==> config.mk <==
export PLATFORM = sky130hd
export DESIGN_NAME = fp_normalize_pack_flat
export DESIGN_NICKNAME = d
export VERILOG_FILES = /design/src/rtl/float_struct.sv /design/src/rtl/fp_normalize_pack_if.sv /design/src/rtl/fp_lzc28.sv /design/src/rtl/fp_normalize_pack.sv /design/src/flat_wrapper.sv
export SDC_FILE = /design/constraint.sdc
export NUM_CORES = 1
export LEC_CHECK = 0
export BUFFER_PORTS_ARGS = -buffer_cell sky130_fd_sc_hd__buf_2
export CAP_MARGIN = 20
export CORE_MARGIN = 4
export CORE_UTILIZATION = 30
export CTS_BUF_LIST = sky130_fd_sc_hd__clkbuf_8
export CTS_CLUSTER_SIZE = 28
export DETAILED_ROUTE_END_ITERATION = 12
export SLEW_MARGIN = 0
export SYNTH_ARGS = -nofsm -noshare
export SYNTH_HDL_FRONTEND = slang
export SYNTH_HIERARCHICAL = 1
export SYNTH_SLANG_ARGS = --single-unit
export TNS_END_PERCENT = 5
==> constraint.sdc <==
create_clock -name clk -period 5.6 [get_ports clk]
set_input_delay 0.56 -clock clk [delete_from_list [all_inputs] [get_ports clk]]
set_output_delay 0.56 -clock clk [all_outputs]
set_load 0.1 [all_outputs]
==> src/rtl/float_struct.sv <==
// Shared types and constants for the binary32 normalize/round/pack back end.
package float_struct;

  localparam int unsigned EXP_W  = 8;
  localparam int unsigned MANT_W = 25;
  localparam int unsigned GRS_W  = 3;
  localparam int unsigned WORD_W = MANT_W + GRS_W;
  localparam int unsigned IEXP_W = EXP_W + 2;
  localparam int unsigned FRAC_W = 23;
  localparam int unsigned LZC_W  = 5;
  localparam int unsigned RES_W  = 32;

  typedef enum logic [1:0] {
    FP_OK  = 2'b00,
    FP_NAN = 2'b01,
    FP_INF = 2'b10,
    FP_NUL = 2'b11
  } fp_state_t;

  localparam logic [RES_W-1:0] FP_QNAN    = 32'h7FC00000;
  localparam logic [EXP_W-1:0] FP_EXP_MAX = 8'hFF;
  localparam int unsigned      FP_BIAS    = 127;

  // Inter-stage payload: word is {carry, hidden, frac[22:0], G, R, S}.
  typedef struct packed {
    logic                     sign;
    logic signed [IEXP_W-1:0] exp;
    logic [WORD_W-1:0]        mant;
    fp_state_t                exc;
  } fp_payload_t;

endpackage

==> src/rtl/fp_normalize_pack_if.sv <==
// Operand/result handshake bundle between the adder core and the FPU result port.
interface fp_normalize_pack_if;
  import float_struct::*;

  logic              in_vld;
  logic              in_rdy;
  logic              in_sign;
  logic [EXP_W-1:0]  in_exp;
  logic [MANT_W-1:0] in_mant;
  logic [GRS_W-1:0]  in_grs;
  logic [1:0]        in_exc;
  logic [RES_W-1:0]  result;
  logic [1:0]        state;
  logic              res_vld;
  logic              res_rdy;

  modport master (
    output in_vld, in_sign, in_exp, in_mant, in_grs, in_exc, res_rdy,
    input  in_rdy, result, state, res_vld
  );

  modport slave (
    input  in_vld, in_sign, in_exp, in_mant, in_grs, in_exc, res_rdy,
    output in_rdy, result, state, res_vld
  );
endinterface

==> src/rtl/fp_lzc28.sv <==
// Combinational leading-zero counter over the 28-bit raw word; 28 when all zero.
module fp_lzc28
  import float_struct::*;
(
  input  logic [WORD_W-1:0] word_i,
  output logic [LZC_W-1:0]  lzc_c
);

  // Scanning upward lets the highest set bit win.
  always_comb begin
    lzc_c = LZC_W'(WORD_W);
    for (int i = 0; i < WORD_W; i++) begin
      if (word_i[i]) lzc_c = LZC_W'(WORD_W - 1 - i);
    end
  end

endmodule

==> src/rtl/fp_normalize_pack.sv <==
// Three-stage normalize / round / pack into binary32 with valid/ready flow control.
// FPU_ROUND_NEAREST_EN selects round-to-nearest-even; default build truncates.
module fp_normalize_pack
  import float_struct::*;
(
  input  logic                clk,
  input  logic                rst,
  fp_normalize_pack_if.slave  bus
);

  localparam logic signed [IEXP_W-1:0] EXP_ONE = IEXP_W'(1);
  localparam logic signed [IEXP_W-1:0] EXP_SAT = IEXP_W'(FP_EXP_MAX);
  localparam logic signed [IEXP_W-1:0] EXP_MIN = '0;

  logic                     adv_c;
  logic                     v1_q, v1_d, v2_q, v2_d, res_vld_q, res_vld_d;
  fp_payload_t              s1_q, s1_d, s2_q, s2_d;
  logic [RES_W-1:0]         result_q, result_d;
  fp_state_t                state_q, state_d;
  logic [LZC_W-1:0]         lzc_c, shl_c;
  logic signed [IEXP_W-1:0] exp_r_c;
  logic [FRAC_W-1:0]        frac_c;
  logic                     unused_c;

  // Whole pipe moves in lockstep; only a held result blocks it.
  assign adv_c       = ~res_vld_q | bus.res_rdy;
  assign bus.in_rdy  = adv_c;
  assign bus.result  = result_q;
  assign bus.state   = state_q;
  assign bus.res_vld = res_vld_q;

  fp_lzc28 u_lzc (
    .word_i (s1_q.mant),
    .lzc_c  (lzc_c)
  );

  // S1: capture the raw operand
  always_comb begin
    v1_d = v1_q;
    s1_d = s1_q;
    if (adv_c) begin
      v1_d      = bus.in_vld;
      s1_d.sign = bus.in_sign;
      s1_d.exp  = IEXP_W'(bus.in_exp);
      s1_d.mant = {bus.in_mant, bus.in_grs};
      s1_d.exc  = fp_state_t'(bus.in_exc);
    end
  end

  // S2: bring the hidden bit to position 26
  always_comb begin
    v2_d  = v2_q;
    s2_d  = s2_q;
    shl_c = lzc_c - LZC_W'(1);
    if (adv_c) begin
      v2_d = v1_q;
      s2_d = s1_q;
      if (s1_q.mant[WORD_W-1]) begin
        s2_d.mant = {1'b0, s1_q.mant[WORD_W-1:2], s1_q.mant[1] | s1_q.mant[0]};
        s2_d.exp  = s1_q.exp + EXP_ONE;
      end else if (s1_q.mant == '0) begin
        if (s1_q.exc == FP_OK) s2_d.exc = FP_NUL;
      end else begin
        s2_d.mant = s1_q.mant << shl_c;
        s2_d.exp  = s1_q.exp - $signed(IEXP_W'(shl_c));
      end
    end
  end

`ifdef FPU_ROUND_NEAREST_EN
  logic                inc_c;
  logic [FRAC_W+1:0]   rnd_c;

  // Round half to even on the 24-bit significand; carry-out bumps the exponent.
  always_comb begin
    inc_c   = s2_q.mant[2] & (s2_q.mant[1] | s2_q.mant[0] | s2_q.mant[3]);
    rnd_c   = {1'b0, s2_q.mant[26:3]} + (FRAC_W+2)'(inc_c);
    frac_c  = rnd_c[FRAC_W-1:0];
    exp_r_c = rnd_c[FRAC_W+1] ? s2_q.exp + EXP_ONE : s2_q.exp;
  end

  assign unused_c = ^{s2_q.mant[WORD_W-1], rnd_c[FRAC_W]};
`else
  always_comb begin
    frac_c  = s2_q.mant[25:3];
    exp_r_c = s2_q.exp;
  end

  assign unused_c = ^{s2_q.mant[WORD_W-1:26], s2_q.mant[2:0]};
`endif

  // S3: classify and pack
  always_comb begin
    res_vld_d = res_vld_q;
    result_d  = result_q;
    state_d   = state_q;
    if (adv_c) begin
      res_vld_d = v2_q;
      if (v2_q) begin
        if (s2_q.exc == FP_NAN) begin
          result_d = FP_QNAN;
          state_d  = FP_NAN;
        end else if (s2_q.exc == FP_INF || exp_r_c >= EXP_SAT) begin
          result_d = {s2_q.sign, FP_EXP_MAX, FRAC_W'(0)};
          state_d  = FP_INF;
        end else if (s2_q.exc == FP_NUL || s2_q.mant == '0 || exp_r_c <= EXP_MIN) begin
          result_d = {s2_q.sign, (RES_W-1)'(0)};
          state_d  = FP_NUL;
        end else begin
          result_d = {s2_q.sign, exp_r_c[EXP_W-1:0], frac_c};
          state_d  = FP_OK;
        end
      end
    end
  end

  always_ff @(posedge clk or negedge rst) begin
    if (!rst) begin
      v1_q      <= 1'b0;
      v2_q      <= 1'b0;
      res_vld_q <= 1'b0;
      s1_q      <= '0;
      s2_q      <= '0;
      result_q  <= '0;
      state_q   <= FP_NUL;
    end else begin
      v1_q      <= v1_d;
      v2_q      <= v2_d;
      res_vld_q <= res_vld_d;
      s1_q      <= s1_d;
      s2_q      <= s2_d;
      result_q  <= result_d;
      state_q   <= state_d;
    end
  end

endmodule

==> src/flat_wrapper.sv <==
// flat-port wrapper written by rule: the top's interface ports become plain ports
module fp_normalize_pack_flat import float_struct::*;
  (clk, rst, bus_in_vld, bus_in_sign, bus_in_exp, bus_in_mant, bus_in_grs, bus_in_exc, bus_res_rdy, bus_in_rdy, bus_result, bus_state, bus_res_vld);
  fp_normalize_pack_if bus_i ();
  input  logic clk;
  input  logic rst;
  input wire logic [$bits(bus_i.in_vld)-1:0] bus_in_vld;
  input wire logic [$bits(bus_i.in_sign)-1:0] bus_in_sign;
  input wire logic [$bits(bus_i.in_exp)-1:0] bus_in_exp;
  input wire logic [$bits(bus_i.in_mant)-1:0] bus_in_mant;
  input wire logic [$bits(bus_i.in_grs)-1:0] bus_in_grs;
  input wire logic [$bits(bus_i.in_exc)-1:0] bus_in_exc;
  input wire logic [$bits(bus_i.res_rdy)-1:0] bus_res_rdy;
  output wire logic [$bits(bus_i.in_rdy)-1:0] bus_in_rdy;
  output wire logic [$bits(bus_i.result)-1:0] bus_result;
  output wire logic [$bits(bus_i.state)-1:0] bus_state;
  output wire logic [$bits(bus_i.res_vld)-1:0] bus_res_vld;
  assign bus_i.in_vld = bus_in_vld;
  assign bus_i.in_sign = bus_in_sign;
  assign bus_i.in_exp = bus_in_exp;
  assign bus_i.in_mant = bus_in_mant;
  assign bus_i.in_grs = bus_in_grs;
  assign bus_i.in_exc = bus_in_exc;
  assign bus_i.res_rdy = bus_res_rdy;
  assign bus_in_rdy = bus_i.in_rdy;
  assign bus_result = bus_i.result;
  assign bus_state = bus_i.state;
  assign bus_res_vld = bus_i.res_vld;
  fp_normalize_pack u_core (.clk(clk), .rst(rst), .bus(bus_i));
endmodule
# After elaboration in Yosys (flattened, before gate mapping)

Index checks and enable logic that the tools add are counted.

Register bits: 117
Bits of input ports: 43
Output and inout bits: 36
Word-level logic and storage cells: 71

$add $sub $neg: 3
$lt $le $gt $ge: 2
Eq/ne operators: 3
Shifts and indexed selects: 1
Multiplexer cells: 39
Bitwise gates (word level): 3
Reduce and logical (&&, ||, !) cells: 7

Operator list:

| operator                                                                           | count |
|---|---|
| 5-bit 2-to-1 mux                                                                   | 27 |
| 38-bit 2-to-1 mux                                                                  | 2 |
| 31-bit 2-to-1 mux                                                                  | 2 |
| 28-bit logical NOT                                                                 | 2 |
| 32-bit 2-to-1 mux                                                                  | 1 |
| 28-bit by 5-bit << shifter with 28-bit output                                      | 1 |
| 2-bit 2-to-1 mux                                                                   | 6 |
| 10-bit by 9-bit >= comparator with 1-bit output (second input constant)            | 1 |
| 10-bit by 1-bit less-or-equal comparator with 1-bit output (second input constant) | 1 |
| 8-bit by 1-bit adder with 9-bit output (second input constant)                     | 1 |
| 8-bit by 5-bit subtractor with 9-bit output                                        | 1 |
| 5-bit by 1-bit subtractor with 5-bit output (second input constant)                | 1 |
| 2-bit equality test (second input constant)                                        | 2 |
| 1-bit logical OR                                                                   | 3 |
| 3-bit 2-to-1 mux                                                                   | 1 |
| 2-bit by 1-bit equality test with 1-bit output (second input constant)             | 1 |
| 2-bit logical NOT                                                                  | 1 |
| 1-bit bitwise OR                                                                   | 2 |
| 2-bit AND reduction                                                                | 1 |
| 1-bit inverter                                                                     | 1 |

# Depth between registers and ports, before layout

Depth after elaboration: 32
Mapped depth: 20
Gate-level depth less buffers: 15

# Modules after synthesis

The synthesis kept the hierarchy.

By module, submodules not included:

| module            | times used | cells each | area each (sq um) |
|---|---|---|---|
| fp_normalize_pack | 1          | 719        | 6706.4 |
| fp_lzc28          | 1          | 60         | 336.6 |

# Worst setup path after synthesis

No wires, ideal clock.

Kind: reg-to-reg
Start point: reg u_core/s1_q[5] in the netlist's numbering
End point: reg u_core.s2_q (netlist bit u_core/exp_r_c[6])
Setup time: 0.069 ns
Arrival time: 3.916 ns
Data required time: 5.531 ns
Path slack: 1.615 ns
Cell stages (with the launch flop): 20
Clock period less this slack: 3.985 ns
Path through: dfrtp_1 nor2b_1 o41ai_1 o211ai_1 a21oi_1 buf_6 buf_6 buf_4 inv_1 ha_1 xor2_2 inv_2 buf_6 clkbuf_1 ha_1 nand2b_1 o2bb2ai_1 maj3_1 a311o_1 nand3_1

Cells in the longest elaborated chain, start to end: 29

Ends and longest elaborated chain:

| element                                     | RTL line                 | text |
|---|---|---|
| start, declared                             | fp_normalize_pack.sv:17  | `fp_payload_t s1_q, s1_d, s2_q, s2_d;` |
| start signal, assigned                      | fp_normalize_pack.sv:122 | `s1_q <= '0;` |
| start signal, assigned                      | fp_normalize_pack.sv:130 | `s1_q <= s1_d;` |
| 5-bit 2-to-1 mux (25 in series)             | fp_lzc28.sv:13           | `if (word_i[i]) lzc_c = LZC_W'(WORD_W - 1 - i);` |
| net u_core.lzc_c[0]                         | fp_normalize_pack.sv:20  | `logic [LZC_W-1:0] lzc_c, shl_c;` |
| 5-bit by 1-bit subtractor with 5-bit output | fp_normalize_pack.sv:54  | `shl_c = lzc_c - LZC_W'(1);` |
| 8-bit by 5-bit subtractor with 9-bit output | fp_normalize_pack.sv:65  | `s2_d.exp = s1_q.exp - $signed(IEXP_W'(shl_c));` |
| 38-bit 2-to-1 mux                           | fp_normalize_pack.sv:61  | `end else if (s1_q.mant == '0) begin` |
| 38-bit 2-to-1 mux                           | fp_normalize_pack.sv:58  | `if (s1_q.mant[WORD_W-1]) begin` |
| end signal, assigned                        | fp_normalize_pack.sv:123 | `s2_q <= '0;` |
| end signal, assigned                        | fp_normalize_pack.sv:131 | `s2_q <= s2_d;` |
| end, declared                               | fp_normalize_pack.sv:17  |  |

The timed path passes the listed nets, and every way through them passes these cells.
A chain may end at the register's enable or synchronous reset.

# Worst setup path in the final report

Start point: reg u_core/s1_q[3] in the netlist's numbering
End point: reg u_core.s2_q (netlist bit u_core/exp_r_c[6])

Cells in the longest elaborated chain, start to end: 31

Ends and longest elaborated chain:

| element                                     | RTL line |
|---|---|
| 5-bit 2-to-1 mux (27 in series)             | fp_lzc28.sv:13 |
| net u_core.lzc_c[1]                         | fp_normalize_pack.sv:20 |
| 5-bit by 1-bit subtractor with 5-bit output | fp_normalize_pack.sv:54 |
| 8-bit by 5-bit subtractor with 9-bit output | fp_normalize_pack.sv:65 |
| 38-bit 2-to-1 mux                           | fp_normalize_pack.sv:61 |
| 38-bit 2-to-1 mux                           | fp_normalize_pack.sv:58 |

The timed path passes the listed nets, and every way through them passes these cells.

==> impl_metrics.csv <==
group,metric,value,unit
cells_and_area,n_antenna_cell,0,
clock_network,root_buffer,"clkbuf_8",
grt,grt_first_pass_wirelength,35650,um
min_path,hold_class,"in2async",
worst_setup_path,max_stage_delay,490,ps
place,dpl.hpwl,15970,um
cells_and_area,n_fill_cell,2421,
detailed_routing,drt_wl_total,22260,um
sta,drv_slew,0,
cells_and_area,fin_cells,1165,
grt,grt_pass1_vias,6088,
worst_setup_path,crit_type,"reg2reg",
floorplan,die_area,25990,um^2
synthesis,yosysSeqAreaShare,41.61,%
cells_and_area,final_cell_mix,"nand2_1, dfrtp_1, buf_2",
synthesis,synthFlopType,"dfrtp_1",
sta,maxSlewHeadroom,29.37,%
sta,max_freq,0.2476,GHz
place,placed_area,7681,um^2
detailed_routing,drc,0,
job,cap_viol_max_count,0,
place,dp_cells,1132,
grt,grt_util_all_layers,17.22,%
clock_network,cts_tree,"yes",
grt,overflow,0,
floorplan,fp.coreArea,22850,um^2
cells_and_area,syn_to_final_growth,14.80,%
cells_and_area,fin_nets,889,
clock_network,cts_buffers,17,
detailed_routing,routedWlPerCell,19.11,um
sta,rsz0062_at_grt,"false",
status,outcome,"complete, no violations",
sta,skew,15.56,ps
cells_and_area,final_common_cell,"nand2_1",
clock_network,clock_latency,460,ps
synthesis,postSynthAreaPerCell,9.041,um^2
sta,whs,64.11,ps
worst_setup_path,crit_path_start_kind,"flop",
worst_setup_path,critPathRequiredTime,5980,ps
floorplan,fp.dieW,161.2,um
place,gp_congestion,0.8954,
sta,post-route-min-period,4039,ps
clock_network,clock_sinks,117,
grt,antenna_found_initial,0,
sta,tns,0,ps
worst_setup_path,worst_ep_arrival_time,4420,ps
cells_and_area,final_area,8085,um^2
clock_network,clk_pin_slew_worst_paths,90,ps
worst_setup_path,cp-end-kind,"flop",
pwr,power_density,678.5,nW/um^2
synthesis,synth-async-reset-ratio,100.0,%
detailed_routing,vias,6338,
synthesis,synth.distinct_cells,73,
clock_network,cts_setup_buffers,0,
place,io_buffer_count,78,
synthesis,synth-warning-count,6,
detailed_routing,detail-route-antenna-nets,0,
floorplan,start_util,30.83,%
sta,hold_viol,0,
floorplan,row_count,55,
clock_network,ctsResizeCount,0,
clock_network,cts_max_level,4,
worst_setup_path,critPathMaxFanout,24,
synthesis,syn_inst,779,
synthesis,syn_nets,829,
grt,grt_max_degree,82,
detailed_routing,dr.first_iter.drc_count,636,
detailed_routing,dr.pass1.iters,6,
synthesis,netlist_area,7043,um^2
cells_and_area,drive_above_1_share,19.84,%
clock_network,clockBufferDepth,2,
synthesis,ys_ff_latch,117,
sta,worst_slew_pin_slew,1059,ps
floorplan,io_pins,79,
worst_setup_path,path_common_cell,"ha_1",
pwr,p_leak,0.003557,uW
sta,finalCritPeriodShare,72.13,%
worst_setup_path,path_cells,"nor2_1 -> o31a_1 -> o31ai_2 -> a2111oi_2 -> nor3_1 -> inv_1 -> ha_1 -> xor2_2 -> buf_4 -> inv_2 -> ha_1 -> nand2b_1 -> o2bb2ai_1 -> maj3_1 -> a311o_1 -> nand3_1",
pwr,ir_drop,280.7,uV
detailed_routing,viasPerCell,5.440,
sta,finalSetupViolations,0,
worst_setup_path,reg2reg_depth,16,
synthesis,synth_edf_count,0,
clock_network,hold_buffers,0,
pwr,power,5485,uW
worst_setup_path,crit_path_top_delay_cell,"dfrtp_1",
floorplan,die_h,161.2,um
==> cell families after synthesis <==
| kind of cell | Yosys count | synth area share (%) |
|---|---|---|
| flops | 117 | 41.61 |
| xor+xnor | 7 | 1.084 |
| mux | 41 | 10.48 |
| fa+ha+maj | 8 | 1.492 |
| buf+inv | 73 | 4.797 |
| compound gates | 189 | 18.19 |
| simple gates | 344 | 22.35 |
==> cell type report <==
cell class | count | area, um^2 | area share, %
Multi-Input combinational cell | 589 | 3794 | 46.92
Clock inverter | 15 | 142.6 | 1.764
Timing Repair Buffer | 90 | 503.0 | 6.221
Inverter | 24 | 90.09 | 1.114
Sequential cell | 117 | 2930 | 36.24
Clock buffer | 17 | 234.0 | 2.894
Tap cell | 313 | 391.6 | 4.844
==> through the flow <==
step | setup WS (ps) | util, %
finish | 1561 | 35.39
global route | 1150 | 35.39
CTS | 1619 | 35.27
detailed placement | 1662 | 33.62
global placement | 1744 | 33.62
floorplan | 1615 | -
==> worst max-delay path: cells and delay by family (launching register included) <==
family	cells	cell delay (ps)
compound gates	5	1010
xor+xnor	1	130
fa+ha+maj	3	1030
buf+inv	3	630
flops	1	490
simple gates	4	670
==> final timing paths <==
check	startpoint	to	slack, ps
max	u_core/s1_q[3]	u_core/exp_r_c[6]	1560
min	rst	u_core/s1_q[2]	60
max reg2reg	u_core/s1_q[3]	u_core/exp_r_c[6]	1560
min reg2reg	u_core/s1_q[40]	u_core/s1_q[40]	480
max in group asynchronous	rst	u_core/bus.state[0]	4550
min in group clk	bus_in_vld	u_core/v1_q	300
==> cell usage after synthesis, types with 3 or more instances <==
| cell type | n | area share [%] |
|---|---|---|
| nor4_1 | 21 | 1.9 |
| o31ai_1 | 5 | 0.53 |
| nor2b_1 | 4 | 0.36 |
| inv_2 | 3 | 0.16 |
| a21oi_1 | 52 | 3.7 |
| buf_2 | 6 | 0.43 |
| a31oi_1 | 15 | 1.3 |
| buf_4 | 5 | 0.53 |
| o21ai_1 | 5 | 0.36 |
| nand2_1 | 172 | 9.2 |
| nand4_1 | 10 | 0.89 |
| nand3b_1 | 4 | 0.43 |
| ha_1 | 6 | 1.1 |
| xor2_1 | 3 | 0.37 |
| mux2_2 | 7 | 1.1 |
| o31a_1 | 4 | 0.50 |
| and2_1 | 3 | 0.27 |
| mux4_2 | 24 | 7.7 |
| o211ai_1 | 7 | 0.75 |
| a22o_1 | 24 | 3.0 |
| dfrtp_1 | 115 | 41 |
| nor3_1 | 12 | 0.85 |
| or4_1 | 6 | 0.64 |
| o21a_1 | 3 | 0.32 |
| a22oi_1 | 3 | 0.32 |
| a221o_1 | 4 | 0.57 |
| o21ai_0 | 30 | 2.1 |
| a211oi_1 | 4 | 0.43 |
| a221oi_1 | 3 | 0.37 |
| mux2i_1 | 7 | 0.99 |
| nand2b_1 | 3 | 0.27 |
| clkbuf_1 | 31 | 1.7 |
| buf_6 | 5 | 0.80 |
| or3_1 | 6 | 0.53 |
| nor2_1 | 61 | 3.3 |
| and3_1 | 13 | 1.2 |
| inv_1 | 21 | 1.1 |
| nand3_1 | 22 | 1.6 |
==> layer usage <==
| metal | up-vias | share of wire [%] | global-route usage [%] |
|---|---|---|---|
| li1 | 2979 | - | - |
| met1 | 3063 | 49 | 26.19 |
| met2 | 270 | 43 | 24.27 |
| met3 | 26 | 6.8 | 4.108 |
| met4 | 0 | 1.6 | 4.886 |
| met5 | - | 0 | 0 |
==> sequential cells by signal, summed over array words and instances, names as in the netlist <==
| name | cells |
|---|---|
| u_core/s1_q | 39 |
| u_core/s2_q | 8 |
| u_core/frac_c | 23 |
| u_core/exp_r_c | 10 |
| u_core/bus.res_vld | 1 |
| u_core/v1_q | 1 |
| u_core/bus.result | 32 |
| u_core/bus.state | 2 |
| u_core/v2_q | 1 |
==> report_power, final <==
group	switching [uW]	internal [uW]	total, uW
Clock	384	390	775
Sequential	388	1160	1540
Combinational	2150	1010	3170
Total	2920	2560	5490
No activity file was read; power rests on OpenSTA's default activity.
